==> config.mk <==
export PLATFORM = sky130hd
export DESIGN_NAME = ftdi_tx_arb
export DESIGN_NICKNAME = d
export VERILOG_FILES = /design/src/rtl/ftdi_pkg.sv /design/src/rtl/rr_arbiter.sv /design/src/rtl/ftdi_tx_arb.sv
export SDC_FILE = /design/constraint.sdc
export NUM_CORES = 1
export LEC_CHECK = 0
export ABC_AREA = 1
export CORE_MARGIN = 4
export CORE_UTILIZATION = 49
export CTS_BUF_LIST = sky130_fd_sc_hd__clkbuf_2 sky130_fd_sc_hd__clkbuf_4 sky130_fd_sc_hd__clkbuf_8
export DETAILED_ROUTE_END_ITERATION = 8
export PLACE_DENSITY = 0.82
export SLEW_MARGIN = 25
export SYNTH_ARGS = -nofsm -noshare
export SYNTH_HDL_FRONTEND = slang
export SYNTH_SLANG_ARGS = --single-unit
export TNS_END_PERCENT = 10
==> constraint.sdc <==
create_clock -name clk -period 2.4 [get_ports clk]
set_input_delay 0.6 -clock clk [delete_from_list [all_inputs] [get_ports clk]]
set_output_delay 0.6 -clock clk [all_outputs]
set_load 0.05 [all_outputs]
==> src/rtl/ftdi_pkg.sv <==
// Shared types and constants for the FTDI transmit arbiter slice.
// No logic; state encoding, header nibble and byte width only.
package ftdi_pkg;

    typedef enum logic [1:0] {
        ST_IDLE = 2'd0,
        ST_HDR  = 2'd1,
        ST_DATA = 2'd2
    } state_t;

    localparam logic [3:0] HDR_NIBBLE = 4'hA;
    localparam int         BYTE_W     = 8;

endpackage

==> src/rtl/rr_arbiter.sv <==
// Round-robin pick of the next owner among active requests, rotating past the last owner.
// Latency: purely combinational.
// Backpressure: none; the caller decides when the result is registered.
module rr_arbiter #(
    parameter int N_REQ = 4,
    parameter int IDX_W = (N_REQ > 1) ? $clog2(N_REQ) : 1
) (
    input  logic [N_REQ-1:0] req,
    input  logic [IDX_W-1:0] last_owner,
    output logic [N_REQ-1:0] gnt
);

    logic [IDX_W:0] cand;

    always_comb begin
        gnt  = '0;
        cand = '0;
        // Walk from farthest to nearest so the nearest active request wins.
        for (int k = N_REQ; k >= 1; k--) begin
            cand = {1'b0, last_owner} + (IDX_W+1)'(k);
            if (cand >= (IDX_W+1)'(N_REQ)) begin
                cand = cand - (IDX_W+1)'(N_REQ);
            end
            if (req[cand[IDX_W-1:0]]) begin
                gnt                   = '0;
                gnt[cand[IDX_W-1:0]] = 1'b1;
            end
        end
    end

endmodule

==> src/rtl/ftdi_tx_arb.sv <==
// Packet arbiter from N byte streams onto one FTDI FIFO port; FTDI_TX_ARB_HDR_EN adds a per-packet header byte.
// Latency: 1 cycle requester byte to d; 1 byte/clk while txe=0.
// Backpressure: txe high freezes the output register, state and arbitration; req_rdy drops while a byte is held.
module ftdi_tx_arb
    import ftdi_pkg::*;
#(
    parameter int N_REQ   = 4,
    parameter int MAX_LEN = 256
) (
    input  logic               clk,
    input  logic               n_rst,
    input  logic [N_REQ-1:0]   req_vld,
    input  logic [8*N_REQ-1:0] req_d,
    input  logic [N_REQ-1:0]   req_last,
    output logic [N_REQ-1:0]   req_rdy,
    input  logic               txe,
    output logic               wr,
    output logic [7:0]         d,
    output logic [N_REQ-1:0]   grant,
    output logic               busy,
    output logic               len_err
);

    localparam int IDX_W = (N_REQ > 1) ? $clog2(N_REQ) : 1;
    localparam int CNT_W = $clog2(MAX_LEN + 1);

    state_t              state;
    logic                out_vld;
    logic [BYTE_W-1:0]   out_byte;
    logic [IDX_W-1:0]    owner;
    logic [IDX_W-1:0]    last_owner;
    logic [IDX_W-1:0]    nxt_idx;
    logic [N_REQ-1:0]    nxt_gnt;
    logic [CNT_W-1:0]    len_cnt;
    logic [BYTE_W-1:0]   in_byte;
    logic                in_last;
    logic                in_xfer;
    logic                len_hit;
    logic                pkt_end;
    logic                out_free;

    rr_arbiter #(
        .N_REQ (N_REQ),
        .IDX_W (IDX_W)
    ) u_arb (
        .req        (req_vld),
        .last_owner (last_owner),
        .gnt        (nxt_gnt)
    );

    // The register can take a new byte when empty or when its byte leaves this cycle.
    assign out_free = ~out_vld | ~txe;
    assign wr       = ~(out_vld & ~txe);
    assign d        = out_byte;
    assign busy     = (state != ST_IDLE) | out_vld;
    assign req_rdy  = grant & {N_REQ{(state == ST_DATA) & out_free}};
    assign in_xfer  = |(req_vld & req_rdy);
    assign len_hit  = (len_cnt == CNT_W'(MAX_LEN - 1));
    assign pkt_end  = in_xfer & (in_last | len_hit);

    always_comb begin
        in_byte = '0;
        in_last = 1'b0;
        for (int i = 0; i < N_REQ; i++) begin
            if (grant[i]) begin
                in_byte = req_d[8*i +: 8];
                in_last = req_last[i];
            end
        end
    end

    always_comb begin
        nxt_idx = '0;
        for (int i = 0; i < N_REQ; i++) begin
            if (nxt_gnt[i]) begin
                nxt_idx = IDX_W'(i);
            end
        end
    end

    always_ff @(posedge clk or negedge n_rst) begin
        if (!n_rst) begin
            state      <= ST_IDLE;
            out_vld    <= 1'b0;
            out_byte   <= '0;
            grant      <= '0;
            owner      <= '0;
            last_owner <= IDX_W'(N_REQ - 1);
            len_cnt    <= '0;
            len_err    <= 1'b0;
        end else begin
            len_err <= 1'b0;
            if (out_vld & ~txe) begin
                out_vld <= 1'b0;
            end
            case (state)
                ST_IDLE: begin
                    if ((|req_vld) & ~txe) begin
                        grant <= nxt_gnt;
                        owner <= nxt_idx;
`ifdef FTDI_TX_ARB_HDR_EN
                        state <= ST_HDR;
`else
                        state <= ST_DATA;
`endif
                    end
                end
`ifdef FTDI_TX_ARB_HDR_EN
                ST_HDR: begin
                    if (out_free) begin
                        out_vld  <= 1'b1;
                        out_byte <= {HDR_NIBBLE, 4'(owner)};
                        state    <= ST_DATA;
                    end
                end
`endif
                ST_DATA: begin
                    if (in_xfer) begin
                        out_vld  <= 1'b1;
                        out_byte <= in_byte;
                        if (pkt_end) begin
                            // A length-forced end leaves the rest for this requester's next grant.
                            state      <= ST_IDLE;
                            grant      <= '0;
                            last_owner <= owner;
                            len_cnt    <= '0;
                            len_err    <= ~in_last;
                        end else begin
                            len_cnt <= len_cnt + CNT_W'(1);
                        end
                    end
                end
                default: state <= ST_IDLE;
            endcase
        end
    end

endmodule

==> summary.md <==
| Metric | Value |
|---|---|
| Final count of hold timing violations | 0 |
| Std-Cell Rows | 23 |
| Starting DRT DRC Count | 104 |
| RSZ-0062 raised after global routing | no |
| Core area | 3970 um2 |
| Max Freq | 0.427 GHz |
| Max-cap violations | 0 |
| Fin. max-slew vios | 0 |
| PostCTS Resize Cnt | 0 |
| Crit path arrival time | 1740 ps |
| Clk root buf | clkbuf_8 |
| Share of cells above drive strength 1 | 0.141 |
| Synth Cell Area | 2010 um2 |
| Fin Clk Skew | 3.32 ps |
| Htree depth | 1 |
| Routability cong. | 0.928 |
| Max VDD drop | 758 uV |
| IO Port Bufs | 61 |
| Required @ worst endpoint | 1800 ps |
| First-pass GRT wire length | 8450 um |
| Count of final setup violators | 0 |
| Post-synth top area cell | dfrtp_1 |
| Status | completed |
| GRT Total Usage | 0.203 |
| Die height | 72.0 um |
| Max transition margin | 0.645 |
| Post-route insts no fill | 390 |
| Final ANT Viol Nets | 0 |
| Routed wire per std cell | 13.1 um |
| Final Cycle Share | 0.976 |
| Yosys cell types | 33 |
| DRT Pass-1 Iters | 4 |
| Worst-path cell chain | or2_2 -> clkdlybuf4s50_1 |
| Seq cells post-synth | 28 |
| Slowest CP cell | clkdlybuf4s50_1 |
| Antenna violations before repair | 0 |
| Cells after synthesis | 274 |
| Synth top area cells | dfrtp_1 (32%), nand2_1 (16%), nand3_1 (7.2%) |
| # DRC | 0 |
| Vias | 2014 |
| Worst slack at placement | 125 ps |
| Crit path largest cell delay | 700 ps |
| Worst-Margin Slew | 531 ps |
| IO Count | 62 |
| Sequential fraction of the synthesis area | 0.350 |
| Global route overflow | 0 |
| DPL Wire Length | 3950 um |
| Syn Nets | 326 |
| Area share of the largest cell type after synthesis | 0.324 |
| Fin Setup TNS | 0 ps |
| Final worst slack | 56.9 ps |
| ANT cells | 0 |
| Wirelength, routed | 5100 um |
| Startpoint Class | flip-flop |
| Final min period | 2340 ps |
| DR vias/cell | 5.16 |
| Die ar. | 5190 um2 |
| Reg-to-reg slack, setup | 370 ps |
| Nets | 393 |
| Clock Path Buffers | 2 |
| Clock Pin Slew Worst Setup and Hold Paths | 90 ps |
| Largest net degree at the start of global routing | 29 |
| Syn_area_per_cell | 7.33 um2 |
| Initial core utilization | 0.506 |
| Worst-path maximum fanout | 4 |
| Layout area overhead | 39.4% |
| CP Class | flip-flop to primary output |
| Clk sinks | 28 |
| HP Class | flip-flop to flip-flop |
| Lkg Pwr | 1.35 nW |
| Fillers | 322 |
| Postcts setup bufs | 0 |
| CTS tree | built |
| Hold buffers post-CTS | 0 |
| CP endpoint kind | primary output |
| Yosys warning count | 0 |
| Final total power | 0.00367 W |
| Die width | 72.0 um |
| Worst-Skew Late Latency | 280 ps |
| Cts bufs inserted | 3 |
| Vias in the first global route | 1816 |
| Final Util | 0.705 |
| Pwr Density | 1310 nW/um2 |
| Placed cell count | 386 |
[worst max-delay path: cells and delay by family, from the launching register on]
kind | cells | cell delay (ps)
flops | 1 | 460
buf+inv | 1 | 700
simple gates | 1 | 310
[layout make-up]
type / count / area, um2 / share of cell area
Inverter: 29 / 116 / 0.0416
Multi-Input combinational cell: 210 / 1130 / 0.405
Timing Repair Buffer: 69 / 713 / 0.255
Clock inverter: 1 / 30.0 / 0.0107
Sequential cell: 28 / 703 / 0.251
Clock buffer: 3 / 41.3 / 0.0147
Tap cell: 50 / 62.6 / 0.0223
[worst paths after layout]
check,start,to,cells after the start
worst max-delay path,state[1],busy,2
worst min-delay path,len_cnt[7],len_cnt[7],2
worst max register to register,last_owner[1],owner[1],11
worst min register to register,len_cnt[7],len_cnt[7],2
max in group asynchronous,n_rst,last_owner[0],2
min in group asynchronous,n_rst,d[2],2
[synthesized netlist by cell type]
| cell | count |
|---|---|
| a31oi_1 | 8 |
| nor2_2 | 5 |
| o21ai_1 | 4 |
| clkbuf_1 | 2 |
| nor2_8 | 1 |
| nand4_1 | 1 |
| xor2_1 | 2 |
| inv_1 | 24 |
| a21oi_2 | 1 |
| nor2_4 | 1 |
| o21ai_0 | 13 |
| or2_0 | 2 |
| nand3b_1 | 3 |
| dfrtp_1 | 26 |
| a21oi_1 | 3 |
| inv_2 | 4 |
| nand2_2 | 5 |
| nor2_1 | 18 |
| buf_6 | 3 |
| nand2_4 | 4 |
| nand3_2 | 2 |
| o21ai_4 | 1 |
| nand2_1 | 85 |
| or2_2 | 1 |
| nor3b_1 | 2 |
| o21bai_1 | 1 |
| dfstp_2 | 2 |
| nand3_1 | 29 |
| buf_4 | 2 |
| ha_1 | 9 |
| a22oi_1 | 8 |
| inv_8 | 1 |
| o211ai_1 | 1 |
[cell usage in the layout (no fill, tap or decap), drive strengths merged]
cell	count
dfstp	2
buf	16
clkbuf	3
nor3b	2
a31oi	8
nor2	25
o21bai	1
o21ai	18
xor2	2
bufinv	1
inv	29
nand4	1
a22oi	8
or2	3
o211ai	1
dfrtp	26
nand3	31
nand2	94
clkdlybuf4s50	53
ha	9
a21oi	4
nand3b	3
[state kept, by name, indices dropped and copies added, names as in the netlist]
name	count
len_cnt	9
len_err	1
grant	4
d	8
out_vld	1
owner	2
last_owner	2
state	1
[report_power, final]
group,switching [W],internal (W)
combinational,0.00159,0.000890
clock,0.000150,0.000223
sequential,0.000148,0.000671
[kinds of logic after synthesis]
family / synth area share
compound gates: 0.125
xor+xnor: 0.00872
fa+ha+maj: 0.0560
buf+inv: 0.0859
flops: 0.350
simple gates: 0.375
[per-stage QoR]
step                      hold slack (ps)  area (um2)
after floorplan                       304        2010
after global placement                464        2730
after detailed placement              483        2730
after CTS                             506        2800
after global routing                  528        2800
final                                 498        2800
[metal layers]
metal	GRT usage	up-vias	wire length (um)
met3	0.0416	7	363
met4	0.0564	0	82
met1	0.270	923	2250
li1	-	1020	-
met2	0.338	64	2410
met5	0	-	0
No activity file was read; power rests on OpenSTA's default activity.
==> RTL change 1 (same settings) <==
The option `FTDI_TX_ARB_HDR_EN` is turned on by a define.
--- a/src/rtl/ftdi_tx_arb.sv
+++ b/src/rtl/ftdi_tx_arb.sv
@@ -1,6 +1,8 @@
 // Packet arbiter from N byte streams onto one FTDI FIFO port; FTDI_TX_ARB_HDR_EN adds a per-packet header byte.
 // Latency: 1 cycle requester byte to d; 1 byte/clk while txe=0.
 // Backpressure: txe high freezes the output register, state and arbitration; req_rdy drops while a byte is held.
+`define FTDI_TX_ARB_HDR_EN
+
 module ftdi_tx_arb
     import ftdi_pkg::*;
 #(
Function: changed (Yosys sat finds a counterexample within 4 cycles, from zero or initial values and one cycle with n_rst low).
==> RTL change 1 against the unedited design <==
Sequential power rose by 4.9%. Final area grew 7.4%. Worst hold slack lost 0.0047 ns. Sequential cell count increased by 1. Critical path depth is 5 higher. Routed wire length increased by 17%. Synthesized area increased by 7.8%. Total power is 0.54% lower. Combinational power decreased by 6%. Clock skew grew 0.0030 ns. Setup slack gained 0.027 ns. Count of clock-buffer cells in the layout grew 4. Via count increased by 13%.
==> RTL change 1: results (changes against the unedited design) <==
power:
  p_sw_w: 0.00187  # -1.1%
  p_seq_share_pct: 23.5  # +1.2 points
  ir_worst_vdd_mv: 0.599  # -21%
  clk-power_w: 0.000451  # +21%
  p_leak_nw: 1.42  # +5.1%
critical_path:
  endpoint: "req_rdy[1]"
  r2r_cells: 10  # -1
  path_max_fanout: 5  # +1
  cp-startpoint: "txe"
  r2r_slack_ns: 0.29  # -0.08 ns
  worst_r2r_endpoint: "owner[0]"
  arrival_ns: 1.72  # -0.02 ns
global_routing:
  grtUsageTotal_pct: 22.4  # +2.1 points
  grt_pass1_wl_um: 9490  # +12%
  first_global_vias: 2068  # +14%
  antenna_found_initial: 0  # unchanged
  met1_usage_pct: 27.6  # +0.63 points
  met2_usage_pct: 37.6  # +3.8 points
  grt_max_degree: 30  # +3.4%
  grt_use_met3_pct: 6.49  # +2.3 points
final_layout:
  nets: 430  # +9.4%
  fill_cells: 343  # +6.5%
  largest_register_ffs: 9  # unchanged
  drive_above_1_share_pct: 13.6  # -0.55 points
synth:
  muxShareOfSynthArea_pct: 0  # unchanged
  yosys_warnings: 0  # unchanged
  synth_compound_area_share_pct: 18.1  # +5.7 points
  synth_cell_types: 36  # +9.1%
  synth_area_leaders: "dfrtp_1 (31%), nand2_1 (13%), ha_1 (6.9%)"
  synth_common_cells: "nand2_1 (76), inv_1 (38), dfrtp_1 (27)"
  synth-xor-area-share_pct: 0.404  # -0.47 points
  syn_nets: 363  # +11%
  ys_seq_area_share_pct: 33.6  # -1.4 points
  synthCells: 308  # +12%
  synth_adder_area_share_pct: 6.93  # +1.3 points
min_path:
  hold_path_depth: 2  # unchanged
  min_from: "len_cnt[8]"
  hold_class: "reg2reg"
  min_to: "len_cnt[8]"
place:
  io_buffers: 61  # unchanged
  dp_hpwl_um: 4780  # +21%
  gp_congestion: 0.891  # -4.0%
  dpl.cell_count: 418  # +8.3%
drt:
  dr_wl_met2_um: 2800  # +16%
  vias: 2267  # +13%
  first_pass_iters: 4  # unchanged
  wire_per_inst_um: 14.0  # +6.9%
  dr.max_layer_used: "met4"
  met3_wirelength_um: 569  # +57%
  drt-met1-wl_um: 2490  # +11%
  vias_per_cell: 5.32  # +3.0%
  drtIter0Drc: 130  # +25%
clocking:
  clk_latency_ns: 0.29
  htreeDepth: 2  # +1
  clk_pin_slew_ns: 0.06  # -0.03 ns
  cts_buffers: 5  # +2
sta:
  whs_ns: 0.493  # -0.00470 ns
  worst_clock_skew_ns: 0.00636  # +0.00304 ns
  worst_pin_slew_ns: 0.531  # -0.000291 ns
run_status:
  outcome: "complete, no violations"
==> RTL change 1: changes by cell type after synthesis, moves of 4 or more <==
| cell | before | now |
|---|---|---|
| o21ai_0 | 13 | 18 |
| o21ai_1 | 4 | 12 |
| inv_1 | 24 | 38 |
| nand3_1 | 29 | 25 |
| a31oi_1 | 8 | 0 |
| a22oi_1 | 8 | 4 |
| a21oi_1 | 3 | 25 |
| nor2_1 | 18 | 23 |
| nand2_1 | 85 | 76 |
==> RTL change 1: final cells by class <==
class                      count  area share, %
sequential                    29           24.2
inverter                      43           5.37
tap                           50           2.08
multi-input combinational    229           41.7
clock inverter                 1          0.166
clock buffer                   7           3.20
timing repair buffer          67           23.3
==> RTL change 1: repair_timing <==
item / 4_1_cts / 5_1_grt
endpoints found under the hold margin: 0 / 0
endpoints found under the setup margin: 0 / 4
hold buffers: 0 / 0
gates resized for setup: 0 / 5
==> RTL change 1: per-stage QoR <==
stage / worst slack (ns) / power, W / utilization, % / instance area, µm²
5_1_grt: -0.00617 / 0.00394 / 72.6 / 3010
6_report: 0.0839 / 0.00365 / 72.6 / 3010
3_5_place_dp: 0.0200 / 0.00318 / 69.8 / 2890
2_1_floorplan: 0.0413 / 0.00252 / - / 2170
3_3_place_gp: 0.0574 / 0.00312 / 69.8 / 2890
4_1_cts: 0.0134 / 0.00364 / 72.3 / 3000
==> RTL change 1: worst max-delay path: stages <==
cell and delay, ns:
clkdlybuf4s50_1 0.42, nand2_1 0.10, inv_2 0.06, nor2_4 0.15, inv_2 0.10, nor2_2 0.14
buf_12 0.15
==> RTL change 2 (config.mk and constraints unchanged) <==
Without the edit above. Make the reset (`n_rst`) synchronous in one clocked block.
--- a/src/rtl/ftdi_tx_arb.sv
+++ b/src/rtl/ftdi_tx_arb.sv
@@ -78,7 +78,7 @@
         end
     end
 
-    always_ff @(posedge clk or negedge n_rst) begin
+    always_ff @(posedge clk) begin
         if (!n_rst) begin
             state      <= ST_IDLE;
             out_vld    <= 1'b0;
Check against the original RTL: differs if n_rst is asserted again (counterexample within 4 cycles, from zero or initial values and one cycle with n_rst low); with n_rst held inactive, the same outputs for 10 cycles.
==> RTL change 2 against the unedited design <==
Count of clock-buffer cells in the layout is the same. Register-to-register slack better by 0.14 ns. Final area down 3.6%. Core utilization increased by 3.2 points. Synthesized area down 7.6%. Setup slack gained 0.12 ns. Sequential cell count did not move. Routed wire length increased by 2.6%.
Power is not compared: it rests on default switching activity, and its combinational part moved more than twofold at a synthesized area within 25%.
==> RTL change 2: results (changes against the unedited design) <==
final_layout:
  fill_cells: 295  # -8.4%
  antenna_cells_inserted: 0  # unchanged
  drive_above_1_share_pct: 11.1  # -3.0 points
  final_cells: 398  # +2.1%
  regMostFlops: "len_cnt"
  largest_register_ffs: 9  # unchanged
place:
  place_ws_ns: 0.0125  # -0.113 ns
  io_buffers: 61  # unchanged
  dp_hpwl_um: 4100  # +3.8%
  gp_congestion: 0.885  # -4.7%
  place_area_um2: 2630  # -3.7%
  dpl.cell_count: 394  # +2.1%
synth:
  muxShareOfSynthArea_pct: 0  # unchanged
  syn_nets: 334  # +2.5%
  synth_cell_types: 31  # -6.1%
  synth_area_um2: 1860  # -7.6%
  synthArstFlopShare_pct: 0  # -100 points
  synthCells: 282  # +2.9%
  synth_common_cells: "nand2_1 (64), nor2_1 (36), nand3_1 (29)"
  synth_area_leaders: "dfxtp_1 (30%), nand2_1 (13%), nand3_1 (7.8%)"
  ys_seq_area_share_pct: 30.2  # -4.8 points
  synth-xor-area-share_pct: 1.89  # +1.0 points
  dominantRegCellSynth: "dfxtp_1"
  synth_compound_area_share_pct: 18.7  # +6.2 points
  synth_adder_area_share_pct: 6.06  # +0.46 points
critical_path:
  cp-startpoint: "txe"
  r2r_slack_ns: 0.51  # +0.14 ns
  worst_r2r_endpoint: "grant[2]"
  path_max_fanout: 4  # unchanged
  arrival_ns: 1.63  # -0.11 ns
  r2r_start: "last_owner[1]"
  r2r_cells: 11  # unchanged
  endpoint: "req_rdy[0]"
sta:
  relSlewSlack_pct: 65.4  # +0.91 points
  worst_clock_skew_ns: 0.00657  # +0.00325 ns
  fin_crit_sh_pct: 92.8  # -4.8 points
clocking:
  htreeDepth: 1  # unchanged
  cts_buffers: 3  # unchanged
  clk_pin_slew_ns: 0.09  # about the same
  cts.repair.resized: 0  # unchanged
  clockBufferDepth: 2  # unchanged
  clockRootBuffer: "clkbuf_8"
  cts_setup_buffers: 0  # unchanged
drt:
  wire_per_inst_um: 13.1  # +0.53%
  vias_per_cell: 5.22  # +1.2%
  drtIter0Drc: 128  # +23%
global_routing:
  met2_usage_pct: 35.9  # +2.1 points
  grt_use_met3_pct: 5.07  # +0.92 points
  antenna_found_initial: 0  # unchanged
  grtUsageTotal_pct: 22.4  # +2.1 points
  grt_max_degree: 17  # -41%
  met1_usage_pct: 29.9  # +2.9 points
  grt_pass1_wl_um: 8800  # +4.1%
  first_global_vias: 1876  # +3.3%
power:
  ir_worst_vdd_mv: 0.291
  p_leak_nw: 1.19
run_status:
  outcome: "complete, no violations"
min_path:
  hold_path_depth: 2  # unchanged
RTL change 2: changes by cell type after synthesis, moves of 5 or more:
cell and delta:
a21oi_1 +21, a211oi_1 +8, a31oi_1 -8, nand2_1 -21
o21ai_0 +9, a22oi_1 -8, buf_2 +5, nor2_1 +18
dfrtp_1 -26, dfxtp_1 +28
RTL change 2: worst min-delay path by stage:
stage          startpoint             to  slack [ns]
2_1_floorplan    owner[1]  last_owner[1]        0.43
3_3_place_gp     owner[1]  last_owner[1]        0.45
3_5_place_dp   len_cnt[8]     len_cnt[8]        0.46
4_1_cts        len_cnt[8]     len_cnt[8]        0.47
5_1_grt        len_cnt[8]     len_cnt[8]        0.49
6_report         owner[1]  last_owner[1]        0.47
RTL change 2: metrics by stage:
stage | power (W) | hold WS, ns
floorplan | 0.000696 | 0.431
global placement | 0.000842 | 0.446
detailed placement | 0.000845 | 0.457
CTS | 0.00121 | 0.470
global route | 0.00126 | 0.490
finish | 0.00121 | 0.468
RTL change 2: worst max-delay path, stage by stage:
cell and delay, ns:
clkdlybuf4s50_1 0.48, nand2_1 0.09, nand2_2 0.12, nor2_1 0.06, buf_4 0.14, buf_12 0.14
RTL change 2: cell families (layout without fill, tap and decap cells):
family,after synthesis,in the layout
adders and majority gates,9,9
xor gates and xnor gates,4,4
and+or+nand+nor,145,145
DFF,28,28
buffers and inverters,37,105
AOI/OAI and AO/OA,59,59
RTL change 2: layer usage:
metal  up-vias  wire (µm)
met5         -          0
met4         0         60
met3         6        445
met2        79       2420
met1       932       2300
li1       1062          -
RTL change 2: layout make-up:
| class | instances | area [µm²] | share of cell area [%] |
|---|---|---|---|
| flip-flops and latches | 28 | 561 | 20.8 |
| multi-input cells | 217 | 1150 | 42.7 |
| inverters | 28 | 108 | 3.99 |
| repair buffers | 73 | 748 | 27.7 |
| well taps | 48 | 60.1 | 2.22 |
| clock buffers | 3 | 41.3 | 1.53 |
| clock inverters | 1 | 30.0 | 1.11 |
RTL change 2: where the power goes:
part / internal, W / switching (W) / total, W
sequential: 0.000483 / 0.0000132 / 0.000496
clock: 0.000224 / 0.000147 / 0.000370
combinational: 0.000151 / 0.000189 / 0.000340
